--- src/rtl/mem_arbiter_if.sv ---
// Bundle of the arbiter's RAM port, instruction-fetch port and load/store-buffer port.
// The arbiter uses the slave modport; the requesters and the RAM model use master.
interface mem_arbiter_if;
    logic [7:0]  mem_din;
    logic [7:0]  mem_dout;
    logic [31:0] mem_a;
    logic        mem_wr;
    logic        io_buffer_full;
    logic        if_req;
    logic [31:0] if_addr;
    logic        if_done;
    logic [31:0] if_data;
    logic        go_work;
    logic        l_or_s;
    logic [2:0]  width;
    logic [31:0] address;
    logic [31:0] value_store;
    logic        received;
    logic        has_result;
    logic [31:0] value_load;
    logic        clear_all;

    modport slave (
        input  mem_din, io_buffer_full, if_req, if_addr, go_work, l_or_s, width,
               address, value_store, clear_all,
        output mem_dout, mem_a, mem_wr, if_done, if_data, received, has_result, value_load
    );

    modport master (
        output mem_din, io_buffer_full, if_req, if_addr, go_work, l_or_s, width,
               address, value_store, clear_all,
        input  mem_dout, mem_a, mem_wr, if_done, if_data, received, has_result, value_load
    );
endinterface

--- src/rtl/mem_arbiter.sv ---
// Grants IF or LSB access to the byte-wide RAM/IO port and sequences 1/2/4-byte
// requests into per-byte RAM cycles, assembling reads little-endian.
module mem_arbiter #(
    parameter logic [31:0] IO_ADDR    = 32'h00030000,
    parameter int          STARVE_MAX = 2
) (
    input  logic         clk_in,
    input  logic         rst_in,
    input  logic         rdy_in,
    mem_arbiter_if.slave bus
);
    localparam int            SW         = (STARVE_MAX < 1) ? 1 : $clog2(STARVE_MAX + 1);
    localparam logic [SW-1:0] STARVE_LIM = SW'(STARVE_MAX);

    typedef enum logic [1:0] {ST_IDLE, ST_READ, ST_WRITE} state_t;
    typedef enum logic       {OWN_IF, OWN_LSB}            owner_t;

    state_t         r_state;
    state_t         w_state_next;
    owner_t         r_owner;
    logic [SW-1:0]  r_starve;
    logic [1:0]     r_k;
    logic [1:0]     r_last;
    logic           r_issue;
    logic           r_pend;
    logic [1:0]     r_pidx;
    logic [31:0]    r_rdata;
    logic [23:0]    r_sdata;
    logic [31:0]    r_mem_a;
    logic [7:0]     r_mem_dout;
    logic           r_if_done;
    logic [31:0]    r_if_data;
    logic           r_received;
    logic           r_has_result;
    logic [31:0]    r_value_load;

    logic           w_grant_if;
    logic           w_grant_lsb;
    logic           w_stall;
    logic           w_rd_done;
    logic           w_wr_adv;
    logic [1:0]     w_lsb_last;
    logic [31:0]    w_rdata;

    // NOTE: every signal written here gets a default first so no latch is inferred.
    always_comb begin
        w_state_next = r_state;
        w_grant_if   = 1'b0;
        w_grant_lsb  = 1'b0;
        w_rd_done    = 1'b0;
        w_wr_adv     = 1'b0;
        w_stall      = (r_mem_a == IO_ADDR) && bus.io_buffer_full;

        case (bus.width)
            3'd1:    w_lsb_last = 2'd0;
            3'd2:    w_lsb_last = 2'd1;
            default: w_lsb_last = 2'd3;
        endcase

        w_rdata = r_rdata;
        w_rdata[{r_pidx, 3'b000} +: 8] = bus.mem_din;

        case (r_state)
            ST_IDLE: begin
                if (!bus.clear_all) begin
                    // IF is forced in once LSB has won STARVE_MAX times in a row over it.
                    if (bus.go_work && !(bus.if_req && r_starve >= STARVE_LIM))
                        w_grant_lsb = 1'b1;
                    else if (bus.if_req)
                        w_grant_if = 1'b1;
                end
                if (w_grant_if || (w_grant_lsb && !bus.l_or_s))
                    w_state_next = ST_READ;
                else if (w_grant_lsb)
                    w_state_next = ST_WRITE;
            end
            ST_READ: begin
                if (bus.clear_all) begin
                    w_state_next = ST_IDLE;
                end else if (r_pend && r_pidx == r_last) begin
                    w_rd_done    = 1'b1;
                    w_state_next = ST_IDLE;
                end
            end
            ST_WRITE: begin
                // Stores are already committed, so clear_all does not abort them.
                if (!w_stall) begin
                    w_wr_adv = 1'b1;
                    if (r_k == r_last)
                        w_state_next = ST_IDLE;
                end
            end
            default: w_state_next = ST_IDLE;
        endcase
    end

    // NOTE: sequential state uses non-blocking assignments only.
    always_ff @(posedge clk_in) begin
        if (rst_in)
            r_state <= ST_IDLE;
        else if (rdy_in)
            r_state <= w_state_next;
    end

    always_ff @(posedge clk_in) begin
        if (rst_in) begin
            r_owner      <= OWN_IF;
            r_starve     <= '0;
            r_k          <= '0;
            r_last       <= '0;
            r_issue      <= 1'b0;
            r_pend       <= 1'b0;
            r_pidx       <= '0;
            r_rdata      <= '0;
            r_sdata      <= '0;
            r_mem_a      <= '0;
            r_mem_dout   <= '0;
            r_if_done    <= 1'b0;
            r_if_data    <= '0;
            r_received   <= 1'b0;
            r_has_result <= 1'b0;
            r_value_load <= '0;
        end else if (rdy_in) begin
            r_if_done    <= 1'b0;
            r_received   <= 1'b0;
            r_has_result <= 1'b0;

            case (r_state)
                ST_IDLE: begin
                    if (w_grant_if || w_grant_lsb) begin
                        r_owner    <= w_grant_lsb ? OWN_LSB : OWN_IF;
                        r_mem_a    <= w_grant_lsb ? bus.address : bus.if_addr;
                        r_last     <= w_grant_lsb ? w_lsb_last : 2'd3;
                        r_k        <= '0;
                        r_issue    <= 1'b1;
                        r_pend     <= 1'b0;
                        r_pidx     <= '0;
                        r_rdata    <= '0;
                        r_mem_dout <= bus.value_store[7:0];
                        r_sdata    <= bus.value_store[31:8];
                        r_received <= w_grant_lsb;
                        if (w_grant_if)
                            r_starve <= '0;
                        else if (bus.if_req)
                            r_starve <= r_starve + 1'b1;
                    end
                end
                ST_READ: begin
                    if (!bus.clear_all) begin
                        // mem_din carries the byte for the address driven one cycle earlier.
                        if (r_pend)
                            r_rdata <= w_rdata;
                        if (w_rd_done) begin
                            if (r_owner == OWN_LSB) begin
                                r_has_result <= 1'b1;
                                r_value_load <= w_rdata;
                            end else begin
                                r_if_done <= 1'b1;
                                r_if_data <= w_rdata;
                            end
                        end
                        r_pend <= r_issue;
                        r_pidx <= r_k;
                        if (r_issue && r_k != r_last) begin
                            r_k     <= r_k + 2'd1;
                            r_mem_a <= r_mem_a + 32'd1;
                        end else begin
                            r_issue <= 1'b0;
                        end
                    end
                end
                ST_WRITE: begin
                    if (w_wr_adv && r_k != r_last) begin
                        r_k        <= r_k + 2'd1;
                        r_mem_a    <= r_mem_a + 32'd1;
                        r_mem_dout <= r_sdata[7:0];
                        r_sdata    <= {8'h00, r_sdata[23:8]};
                    end
                end
                default: ;
            endcase
        end
    end

    // Pulses held in their registers while rdy_in is low appear once it returns.
    assign bus.mem_a      = r_mem_a;
    assign bus.mem_dout   = r_mem_dout;
    assign bus.mem_wr     = (r_state == ST_WRITE) && rdy_in && !w_stall;
    assign bus.if_done    = r_if_done && rdy_in;
    assign bus.if_data    = r_if_data;
    assign bus.received   = r_received && rdy_in;
    assign bus.has_result = r_has_result && rdy_in;
    assign bus.value_load = r_value_load;
endmodule

--- src/flat_wrapper.sv ---
// flat-port wrapper written by rule: the top's interface ports become plain ports
module mem_arbiter_flat 
#(
    parameter logic [31:0] IO_ADDR    = 32'h00030000,
    parameter int          STARVE_MAX = 2
)
  (clk_in, rst_in, rdy_in, bus_mem_din, bus_io_buffer_full, bus_if_req, bus_if_addr, bus_go_work, bus_l_or_s, bus_width, bus_address, bus_value_store, bus_clear_all, bus_mem_dout, bus_mem_a, bus_mem_wr, bus_if_done, bus_if_data, bus_received, bus_has_result, bus_value_load);
  mem_arbiter_if bus_i ();
  input  logic clk_in;
  input  logic rst_in;
  input  logic rdy_in;
  input wire logic [$bits(bus_i.mem_din)-1:0] bus_mem_din;
  input wire logic [$bits(bus_i.io_buffer_full)-1:0] bus_io_buffer_full;
  input wire logic [$bits(bus_i.if_req)-1:0] bus_if_req;
  input wire logic [$bits(bus_i.if_addr)-1:0] bus_if_addr;
  input wire logic [$bits(bus_i.go_work)-1:0] bus_go_work;
  input wire logic [$bits(bus_i.l_or_s)-1:0] bus_l_or_s;
  input wire logic [$bits(bus_i.width)-1:0] bus_width;
  input wire logic [$bits(bus_i.address)-1:0] bus_address;
  input wire logic [$bits(bus_i.value_store)-1:0] bus_value_store;
  input wire logic [$bits(bus_i.clear_all)-1:0] bus_clear_all;
  output wire logic [$bits(bus_i.mem_dout)-1:0] bus_mem_dout;
  output wire logic [$bits(bus_i.mem_a)-1:0] bus_mem_a;
  output wire logic [$bits(bus_i.mem_wr)-1:0] bus_mem_wr;
  output wire logic [$bits(bus_i.if_done)-1:0] bus_if_done;
  output wire logic [$bits(bus_i.if_data)-1:0] bus_if_data;
  output wire logic [$bits(bus_i.received)-1:0] bus_received;
  output wire logic [$bits(bus_i.has_result)-1:0] bus_has_result;
  output wire logic [$bits(bus_i.value_load)-1:0] bus_value_load;
  assign bus_i.mem_din = bus_mem_din;
  assign bus_i.io_buffer_full = bus_io_buffer_full;
  assign bus_i.if_req = bus_if_req;
  assign bus_i.if_addr = bus_if_addr;
  assign bus_i.go_work = bus_go_work;
  assign bus_i.l_or_s = bus_l_or_s;
  assign bus_i.width = bus_width;
  assign bus_i.address = bus_address;
  assign bus_i.value_store = bus_value_store;
  assign bus_i.clear_all = bus_clear_all;
  assign bus_mem_dout = bus_i.mem_dout;
  assign bus_mem_a = bus_i.mem_a;
  assign bus_mem_wr = bus_i.mem_wr;
  assign bus_if_done = bus_i.if_done;
  assign bus_if_data = bus_i.if_data;
  assign bus_received = bus_i.received;
  assign bus_has_result = bus_i.has_result;
  assign bus_value_load = bus_i.value_load;
  mem_arbiter #(.IO_ADDR(IO_ADDR), .STARVE_MAX(STARVE_MAX)) u_core (.clk_in(clk_in), .rst_in(rst_in), .rdy_in(rdy_in), .bus(bus_i));
endmodule
--- config.mk ---
export PLATFORM = sky130hd
export DESIGN_NAME = mem_arbiter_flat
export DESIGN_NICKNAME = d
export VERILOG_FILES = /design/src/rtl/mem_arbiter_if.sv /design/src/rtl/mem_arbiter.sv /design/src/flat_wrapper.sv
export SDC_FILE = /design/constraint.sdc
export NUM_CORES = 1
export LEC_CHECK = 0
export ABC_AREA = 1
export ABC_CLOCK_PERIOD_IN_PS = 1900
export BUFFER_PORTS_ARGS = -buffer_cell sky130_fd_sc_hd__buf_4
export CAP_MARGIN = 10
export CORE_UTILIZATION = 45
export CTS_BUF_LIST = sky130_fd_sc_hd__clkbuf_4 sky130_fd_sc_hd__clkbuf_8
export DETAILED_ROUTE_END_ITERATION = 16
export HOLD_SLACK_MARGIN = 0.02
export PLACE_DENSITY = 0.71
export SETUP_SLACK_MARGIN = 0.4
export SLEW_MARGIN = 40
export SYNTH_ARGS = -nofsm -noshare
export SYNTH_HDL_FRONTEND = slang
export SYNTH_SLANG_ARGS = --single-unit
export TNS_END_PERCENT = 5
--- constraint.sdc ---
create_clock -name clk_in -period 1.9 [get_ports clk_in]
set_input_delay 0.095 -clock clk_in [delete_from_list [all_inputs] [get_ports clk_in]]
set_output_delay 0.095 -clock clk_in [all_outputs]
set_load 0.02 [all_outputs]
Word-level counts from Yosys, hierarchy flattened
Cells that the tools add are included.
{"block": "word_totals", "reg_bits": 176, "in_bits": 115, "output_inout_bits": 108, "wordCells": 143}
{"block": "classes", "n_addsub": 4, "order_cmp": 1, "eq_ne": 18, "shift": 2, "muxes": 67, "bitwise_logic": 2, "n_reduce_logical": 32}
{"op": "$mux W32", "count": 8}
{"op": "$pmux W32 S3", "count": 1}
{"op": "$pmux W32 S2", "count": 1}
{"op": "$mux W24", "count": 2}
{"op": "$pmux W24 S2", "count": 1}
{"op": "$add A32 B1 Y32 const B", "count": 1}
{"op": "$bwmux W32", "count": 1}
{"op": "$eq A32 B18 Y1 const B", "count": 1}
{"op": "$shift A8 B7 Y32 const A", "count": 1}
{"op": "$shiftx A8 B7 Y32", "count": 1}
{"op": "$mux W1", "count": 30}
{"op": "$mux W2", "count": 14}
{"op": "$reduce_and A5 Y1", "count": 5}
{"op": "$mux W8", "count": 2}
{"op": "$pmux W8 S2", "count": 1}
{"op": "$logic_and A1 B1 Y1", "count": 12}
{"op": "$pmux W2 S3", "count": 2}
{"op": "$reduce_and A4 Y1", "count": 3}
{"op": "$ne A2 B1 Y1 const B", "count": 5}
{"op": "$pmux W2 S2", "count": 2}
{"op": "$neg A5 Y7", "count": 1}
{"op": "$ne A2 B2 Y1 const B", "count": 3}
{"op": "$ne A3 B2 Y1 const B", "count": 2}
{"op": "$reduce_and A6 Y1", "count": 1}
{"op": "other kinds (16)", "count": 25}

Logic depth before layout (Yosys ltp)
Gate-level depths: netlist of run 1.
{"block": "logic_depth", "ltp_word": 11, "ltp_mapped": 14}

Worst setup path before layout of run 1
No wires, ideal clock.
{"block": "synth_path", "path_type": "reg2reg", "startpoint": "register u_core.r_mem_a[0] (netlist: u_core.bus.mem_a[0])", "endpoint": "register u_core.r_sdata[10]", "t_arrival_ns": 1.783, "path_slack_ns": 0.047, "path_stages_with_launch": 13, "n_path_buf": 1, "synth_period_minus_slack_ns": 1.853, "cell_sequence": "dfxtp_1 > inv_1 > ha_1 > nand2_1 > nor2_1 > nand2_1 > nor2_1 > nand2_1 > nand2_1 > nand2_2 > clkbuf_1 > nand3_1 > a21oi_1"}
{"block": "synth_between", "elab_chain_len": 7}
{"item": "start, declared", "line": "mem_arbiter.sv:29", "rtl": "logic [31:0] r_mem_a;"}
{"item": "start signal, assigned", "line": "mem_arbiter.sv:132", "rtl": "r_mem_a <= w_grant_lsb ? bus.address : bus.if_addr;"}
{"item": "start signal, assigned", "line": "mem_arbiter.sv:166", "rtl": "r_mem_a <= r_mem_a + 32'd1;"}
{"item": "start signal, assigned", "line": "mem_arbiter.sv:175", "rtl": "r_mem_a <= r_mem_a + 32'd1;"}
{"item": "$eq A32 B18 Y1", "line": "mem_arbiter.sv:52", "rtl": "w_stall = (r_mem_a == IO_ADDR) && bus.io_buffer_full;"}
{"item": "$logic_and A1 B1 Y1", "line": "mem_arbiter.sv:52"}
{"item": "$mux W1", "line": "mem_arbiter.sv:87", "rtl": "if (!w_stall) begin"}
{"item": "$mux W1", "line": "mem_arbiter.sv:63", "rtl": "case (r_state)"}
{"item": "$logic_and A1 B1 Y1", "line": "mem_arbiter.sv:173", "rtl": "if (w_wr_adv && r_k != r_last) begin"}
{"item": "$ne A2 B1 Y1 (no line)"}
{"item": "$reduce_and A4 Y1 (no line)"}
{"item": "end signal, assigned", "line": "mem_arbiter.sv:140", "rtl": "r_sdata <= bus.value_store[31:8];"}
{"item": "end signal, assigned", "line": "mem_arbiter.sv:177", "rtl": "r_sdata <= {8'h00, r_sdata[23:8]};"}
{"item": "end, declared", "line": "mem_arbiter.sv:28", "rtl": "logic [23:0] r_sdata;"}
No other way between the ends.
A chain may end at the register's enable or synchronous reset.

Final worst setup path of run 1
{"block": "layout_path", "startpoint": "register u_core.r_mem_a[3] (netlist: u_core.bus.mem_a[3])", "endpoint": "output port bus_mem_wr"}
{"block": "layout_between", "elab_chain_len": 4}
{"item": "$eq A32 B18 Y1", "line": "mem_arbiter.sv:52"}
{"item": "$logic_and A1 B1 Y1", "line": "mem_arbiter.sv:52"}
{"item": "$logic_not A1 Y1"}
{"item": "$logic_and A1 B1 Y1", "line": "mem_arbiter.sv:188", "rtl": "assign bus.mem_wr = (r_state == ST_WRITE) && rdy_in && !w_stall;"}
{"item": "end, declared", "line": "flat_wrapper.sv:24", "rtl": "output wire logic [$bits(bus_i.mem_wr)-1:0] bus_mem_wr;"}
No other way between the ends.

==> results of run 1 <==
repair_timing:
item / in CTS / in global routing
gates resized for setup: 249 / 32
hold endpoints to repair: 47 / 0
pin swaps: 184 / 29
hold buffers: 30 / 0
gates cloned: 2 / 0
setup buffers: 5 / 3
endpoints found under the setup margin: 175 / 177
cell usage after synthesis, drive strengths merged (5+ instances only):
library cell    n  area (µm²)
buf            34         211
a22oi          16         120
ha             12         150
nor3            6        45.0
a211oi          5        37.5
nand3b          9        67.6
clkinv          5        18.8
o22ai          17         106
a21oi         144         732
inv           155         587
mux2           24         270
nor2          177         674
o21ai          65         325
nand4          96         607
xor2            6        52.6
clkbuf         60         225
nand2         381        1450
nand3          69         358
dfxtp         176        3520
worst min-delay path: stages:
cell and delay, ns:
buf_4 0.08, o21ai_0 0.10, nand2_1 0.08, nor2_1 0.03
nor2_1 0.08
logic make-up after synthesis:
family                   Yosys count
XOR/XNOR                           6
AO/OA/AOI/OAI                    250
AND/OR/NAND/NOR                  742
adder cells (fa/ha/maj)           12
flip-flops                       176
multiplexers                      24
buffers and inverters            254
where the power goes:
group / switching, mW / internal, mW / leakage (nW)
Sequential: 0.240 / 4.09 / 1.43
Combinational: 3.31 / 2.24 / 4.31
Clock: 1.60 / 1.24 / 0.215
flip-flops by register name (all words and copies together) (netlist names), 8 cells and up:
signal                 count
u_core.r_rdata            32
u_core.bus.value_load     32
u_core.bus.mem_a          32
u_core.bus.if_data        32
u_core.r_sdata            24
u_core.bus.mem_dout        8
worst paths after layout:
check	start	slack, ns	to	cells after the start
worst max register to register	u_core.r_state[0]	0.05	u_core.r_sdata[7]	8
worst max-delay path	u_core.bus.mem_a[3]	-0.05	bus_mem_wr	9
worst min-delay path	bus_if_addr[12]	0.04	u_core.bus.mem_a[12]	5
worst min register to register	u_core.r_sdata[23]	0.46	u_core.r_sdata[23]	2
per-stage QoR:
stage	instance area [µm²]	util [%]	hold slack, ns	setup TNS (ns)
floorplan	9680	-	0.262	0
global placement	12000	57.2	0.382	0
detailed placement	12000	57.2	0.386	0
CTS	13600	64.9	0.0210	-0.0893
global route	13700	65.5	0.0458	-1.38
finish	13700	65.5	0.0406	-0.0497
placed cells by master, fill, tap and decap left out, types with 28 or more instances in the layout:
| cell | count |
|---|---|
| a21oi_1 | 100 |
| nand4_1 | 95 |
| nand3_1 | 62 |
| nor2_1 | 165 |
| dlygate4sd3_1 | 30 |
| nand2_1 | 295 |
| buf_4 | 288 |
| dfxtp_1 | 162 |
| inv_1 | 127 |
| o21ai_0 | 38 |
| a21oi_2 | 43 |
| nand2_2 | 58 |
| nand2_4 | 28 |
per-layer routing:
metal	wire length [µm]	GRT usage, %
met2	15900	50.4
met5	0	0
met3	1720	3.56
met4	796	9.74
met1	13600	36.7
area by class of cell:
| type | count | area (µm²) |
|---|---|---|
| fillers | 1872 | 7230 |
| flip-flops and latches | 176 | 3550 |
| clock buffers | 17 | 234 |
| inverters | 160 | 616 |
| clock inverters | 15 | 195 |
| repair buffers | 343 | 2890 |
| well taps | 275 | 344 |
| multi-input cells | 1035 | 5900 |
==> impl_metrics.json, run 1 <==
{
  "status": "finished with violations",
  "violations": "setup timing",
  "grt_use_total_pct": 28.9,
  "synthFlopType": "dfxtp_1",
  "power_density_nw_per_um2": 926,
  "start_util_pct": 45.9,
  "hold_violations": 0,
  "dp_cells": 1949,
  "diodes": 0,
  "critPathKind": "flip-flop to primary output",
  "crit_arrival_ns": 1.85,
  "hp-class": "primary input to flip-flop",
  "synth_edf_count": 0,
  "num_rows": 53,
  "avgViaCountPerCell": 5.39,
  "final.period_utilization_pct": 103,
  "synthSimpleGateAreaFrac_pct": 33.6,
  "cts_tree": "built",
  "syn_area_um2": 9620,
  "synth_area_per_cell_um2": 6.57,
  "dp_hpwl_mm": 21.6,
  "drc_errors": 0,
  "setup_viol": 1,
  "die_area_um2": 22000,
  "vias": 10900,
  "fp.dieW_um": 148,
  "slew_viol_final": 0,
  "fin_ws_ns": -0.0497,
  "synth_top_family_by_area": "simple AND/OR/NAND/NOR gates",
  "antenna_found_initial": 0,
  "syn2layout_area_growth_pct": 42.7,
  "synth-seq-cells": 176,
  "ioPinCount": 223,
  "synth_mux_area_share_pct": 2.81,
  "synth_warnings": 0,
  "clock_sinks": 176,
  "grt_pass1_wl_mm": 50.8,
  "synth_compound_area_share_pct": 14.0,
  "yosysUniqueCellTypes": 38,
  "syn_inst": 1464,
  "async_reset_ff_share_pct": 0,
  "seq_area_frac_synth_pct": 36.6,
  "wirelength_mm": 32.1,
  "layout.cells.non_filler": 2021,
  "rsz0062_at_grt": "yes",
  "grt_max_degree": 114,
  "die_y_um": 148,
  "drtAntennaViolNets": 0,
  "core_um2": 21000,
  "cp-end-kind": "primary output",
  "crit_chain": "inv_1 -> nand2_1 -> nor2_2 -> nand2_1 -> nor2_1 -> nand2_2 -> buf_6 -> and3_4 -> buf_6",
  "layout.nets": 1860,
  "synth_xor_area_share_pct": 0.546,
  "drt_iter0_drc": 763,
  "cts_max_level": 4,
  "wl_per_cell_um": 15.9,
  "cellLeakagePower_nw": 5.96,
  "cts_buffers": 17,
  "grt_pass1_vias": 10100,
  "timing.slew.headroom_pct": 56.9,
  "drive_above_1_share_pct": 34.7,
  "clkTransAtPathRegs_ns": 0.10,
  "crit_path_start_kind": "flip-flop",
  "clk_latency_ns": 0.48,
  "required_ns": 1.80,
  "maxCapViolCount": 0,
  "finalClockSkew_ns": 0.0197,
  "worst_ir_drop_vdd_v": 0.000601,
  "syn_nets": 1591,
  "critical_path.slowest_cell": "dfxtp_1",
  "cts_buffer_depth": 2,
  "yosys.area_share.adder_pct": 1.56,
  "cts-root-buf": "clkbuf_8",
  "path_delay_family": "simple AND/OR/NAND/NOR gates",
  "crit_fanout": 4,
  "max_freq_mhz": 513,
  "critPathMaxStageDelay_ns": 0.33,
  "grt_overflow": 0,
  "gp_congestion": 0.933,
  "min_period_ns": 1.95,
  "dr.pass1.iters": 5,
  "io_buffers": 222,
  "tightest_slew_ns": 0.647,
  "fin_total_pwr_mw": 12.7,
  "cp_num_buf_inv": 3,
  "dp_worst_setup_slack_ns": 0.00782
}
Note: power is estimated with default switching activity, not from simulation.
==> inputs of run 2 (changes only) <==
- CELL_PAD_IN_SITES_DETAIL_PLACEMENT: default -> 1
- CELL_PAD_IN_SITES_GLOBAL_PLACEMENT: default -> 2
- CORE_UTILIZATION: 45 -> 27
- PLACE_DENSITY: 0.71 -> default
- PLACE_DENSITY_LB_ADDON: default -> 0.1
==> impl_metrics.json, run 2 (synthesis results as in run 1) <==
{
  "num_rows": 68,
  "path_delay_family": "simple AND/OR/NAND/NOR gates",
  "required_ns": 2.29,
  "cellLeakagePower_nw": 6.27,
  "drt_iter0_drc": 497,
  "cp.depth": 17,
  "rsz0062_at_grt": "yes",
  "cts_max_level": 4,
  "avgViaCountPerCell": 4.87,
  "critPathKind": "flip-flop to flip-flop",
  "slew_viol_final": 0,
  "wirelength_mm": 39.9,
  "drtAntennaViolNets": 0,
  "clkTransAtPathRegs_ns": 0.10,
  "worst_ir_drop_vdd_v": 0.000474,
  "clock_sinks": 176,
  "hold_violations": 0,
  "final.period_utilization_pct": 108,
  "grt_pass1_vias": 11100,
  "ioPinCount": 223,
  "die_y_um": 191,
  "vias": 11000,
  "layout.nets": 1920,
  "wl_per_cell_um": 17.6,
  "fp.dieW_um": 191,
  "cts_buffer_depth": 2,
  "power_density_nw_per_um2": 905,
  "grt_overflow": 0,
  "hold-path-cell-count": 5,
  "tns_ns": -4.71,
  "dr.pass1.iters": 4,
  "io_buffers": 222,
  "placed_area_um2": 12500,
  "drive_above_1_share_pct": 36.8,
  "fin_ws_ns": -0.155,
  "cp-end-kind": "flip-flop",
  "start_util_pct": 27.6,
  "setup_viol": 66,
  "worst-r2r-cell-count": 17,
  "antenna_found_initial": 0,
  "critical_path.slowest_cell": "dfxtp_4",
  "dp_hpwl_mm": 27.6,
  "grt_use_total_pct": 21.6,
  "cts_buffers": 17,
  "hold_ws_ns": 0.0425,
  "hp-class": "primary input to flip-flop",
  "clk_latency_ns": 0.50,
  "layout_commonest_cell": "buf_4",
  "gp_congestion": 0.844,
  "maxCapViolCount": 0,
  "layout_common_cells": "buf_4, nand2_1, nor2_1, dfxtp_1, inv_1",
  "crit_path_start_kind": "flip-flop",
  "cts_tree": "built",
  "crit_chain": "buf_6 -> inv_4 -> ha_4 -> nand2_4 -> nor2_4 -> nand2_1 -> nor2_1 -> nand2_1 -> buf_4 -> nand2_4 -> nand2_8 -> nand3_4 -> buf_12 -> clkbuf_16 -> nand2_1 -> nand2_1 -> nor2_1",
  "status": "finished with violations",
  "timing.slew.headroom_pct": 49.5,
  "max_freq_mhz": 487,
  "tightest_slew_ns": 0.757,
  "finalClockSkew_ns": 0.0247,
  "syn2layout_area_growth_pct": 53.6,
  "crit_arrival_ns": 2.44,
  "core_um2": 34800,
  "cp_num_buf_inv": 5,
  "cp_common_cell": "nand2_1",
  "drc_errors": 0,
  "fillers": 4366,
  "crit_fanout": 6,
  "min_period_ns": 2.05,
  "die_area_um2": 36400,
  "design_area_um2": 14800,
  "cts-root-buf": "clkbuf_8",
  "fin_util_pct": 42.5,
  "violations": "setup timing",
  "grt_pass1_wl_mm": 61.3,
  "grt_max_degree": 109,
  "critPathMaxStageDelay_ns": 0.35
}
run 2: path summary, 6_finish.rpt:
path | slack [ns] | startpoint | to
max | -0.15 | u_core.bus.mem_a[0] | u_core.bus.mem_a[5]
min | 0.04 | bus_if_addr[5] | u_core.bus.mem_a[5]
max reg2reg | -0.15 | u_core.bus.mem_a[0] | u_core.bus.mem_a[5]
min reg2reg | 0.46 | u_core.r_sdata[9] | u_core.r_sdata[9]
run 2: worst min-delay path, stage by stage:
cell and delay (ns):
buf_4 0.08, o21ai_0 0.13, nand2_1 0.09, nor2_1 0.04
nor2_1 0.07
run 2: report_power, final:
group          internal (mW)  leakage, nW  total (mW)  switching, mW
logic                   2.68         4.66        6.35           3.67
clock network           1.09        0.178        2.68           1.59
registers               4.09         1.43        4.34          0.254
total                   7.86         6.27        13.4           5.51
run 2: final cells by class:
class,instances,area (µm²),area share (%)
Antenna cell,1,2.50,0.0169
Inverter,160,618,4.18
Sequential cell,176,3540,24.0
Tap cell,455,569,3.85
Timing Repair Buffer,404,3650,24.7
Clock inverter,14,130,0.881
Multi-Input combinational cell,1034,6020,40.7
Clock buffer,18,248,1.68
run 2: per-layer routing:
| layer | GRT usage [%] | wire length, µm |
|---|---|---|
| met5 | 0 | 0 |
| met4 | 6.40 | 653 |
| met3 | 3.24 | 1510 |
| met2 | 33.7 | 18100 |
| met1 | 30.4 | 19700 |
run 2: through the flow:
step,std cells,setup slack (ns),total power [mW]
floorplan,1464,0.148,7.43
global placement,2159,-0.0622,9.72
detailed placement,2159,-0.0995,9.77
CTS,2248,-0.191,13.0
global route,2261,-0.258,14.3
finish,2262,-0.155,13.4
run 2: what timing repair did:
action                                  in CTS  in global routing
pin swaps                                  168                 62
hold endpoints to repair                    47                  0
cloned                                       0                  6
endpoints found under the setup margin     175                177
gates resized for setup                    272                 52
buffers inserted                             4                  7
hold buffers                                53                  0
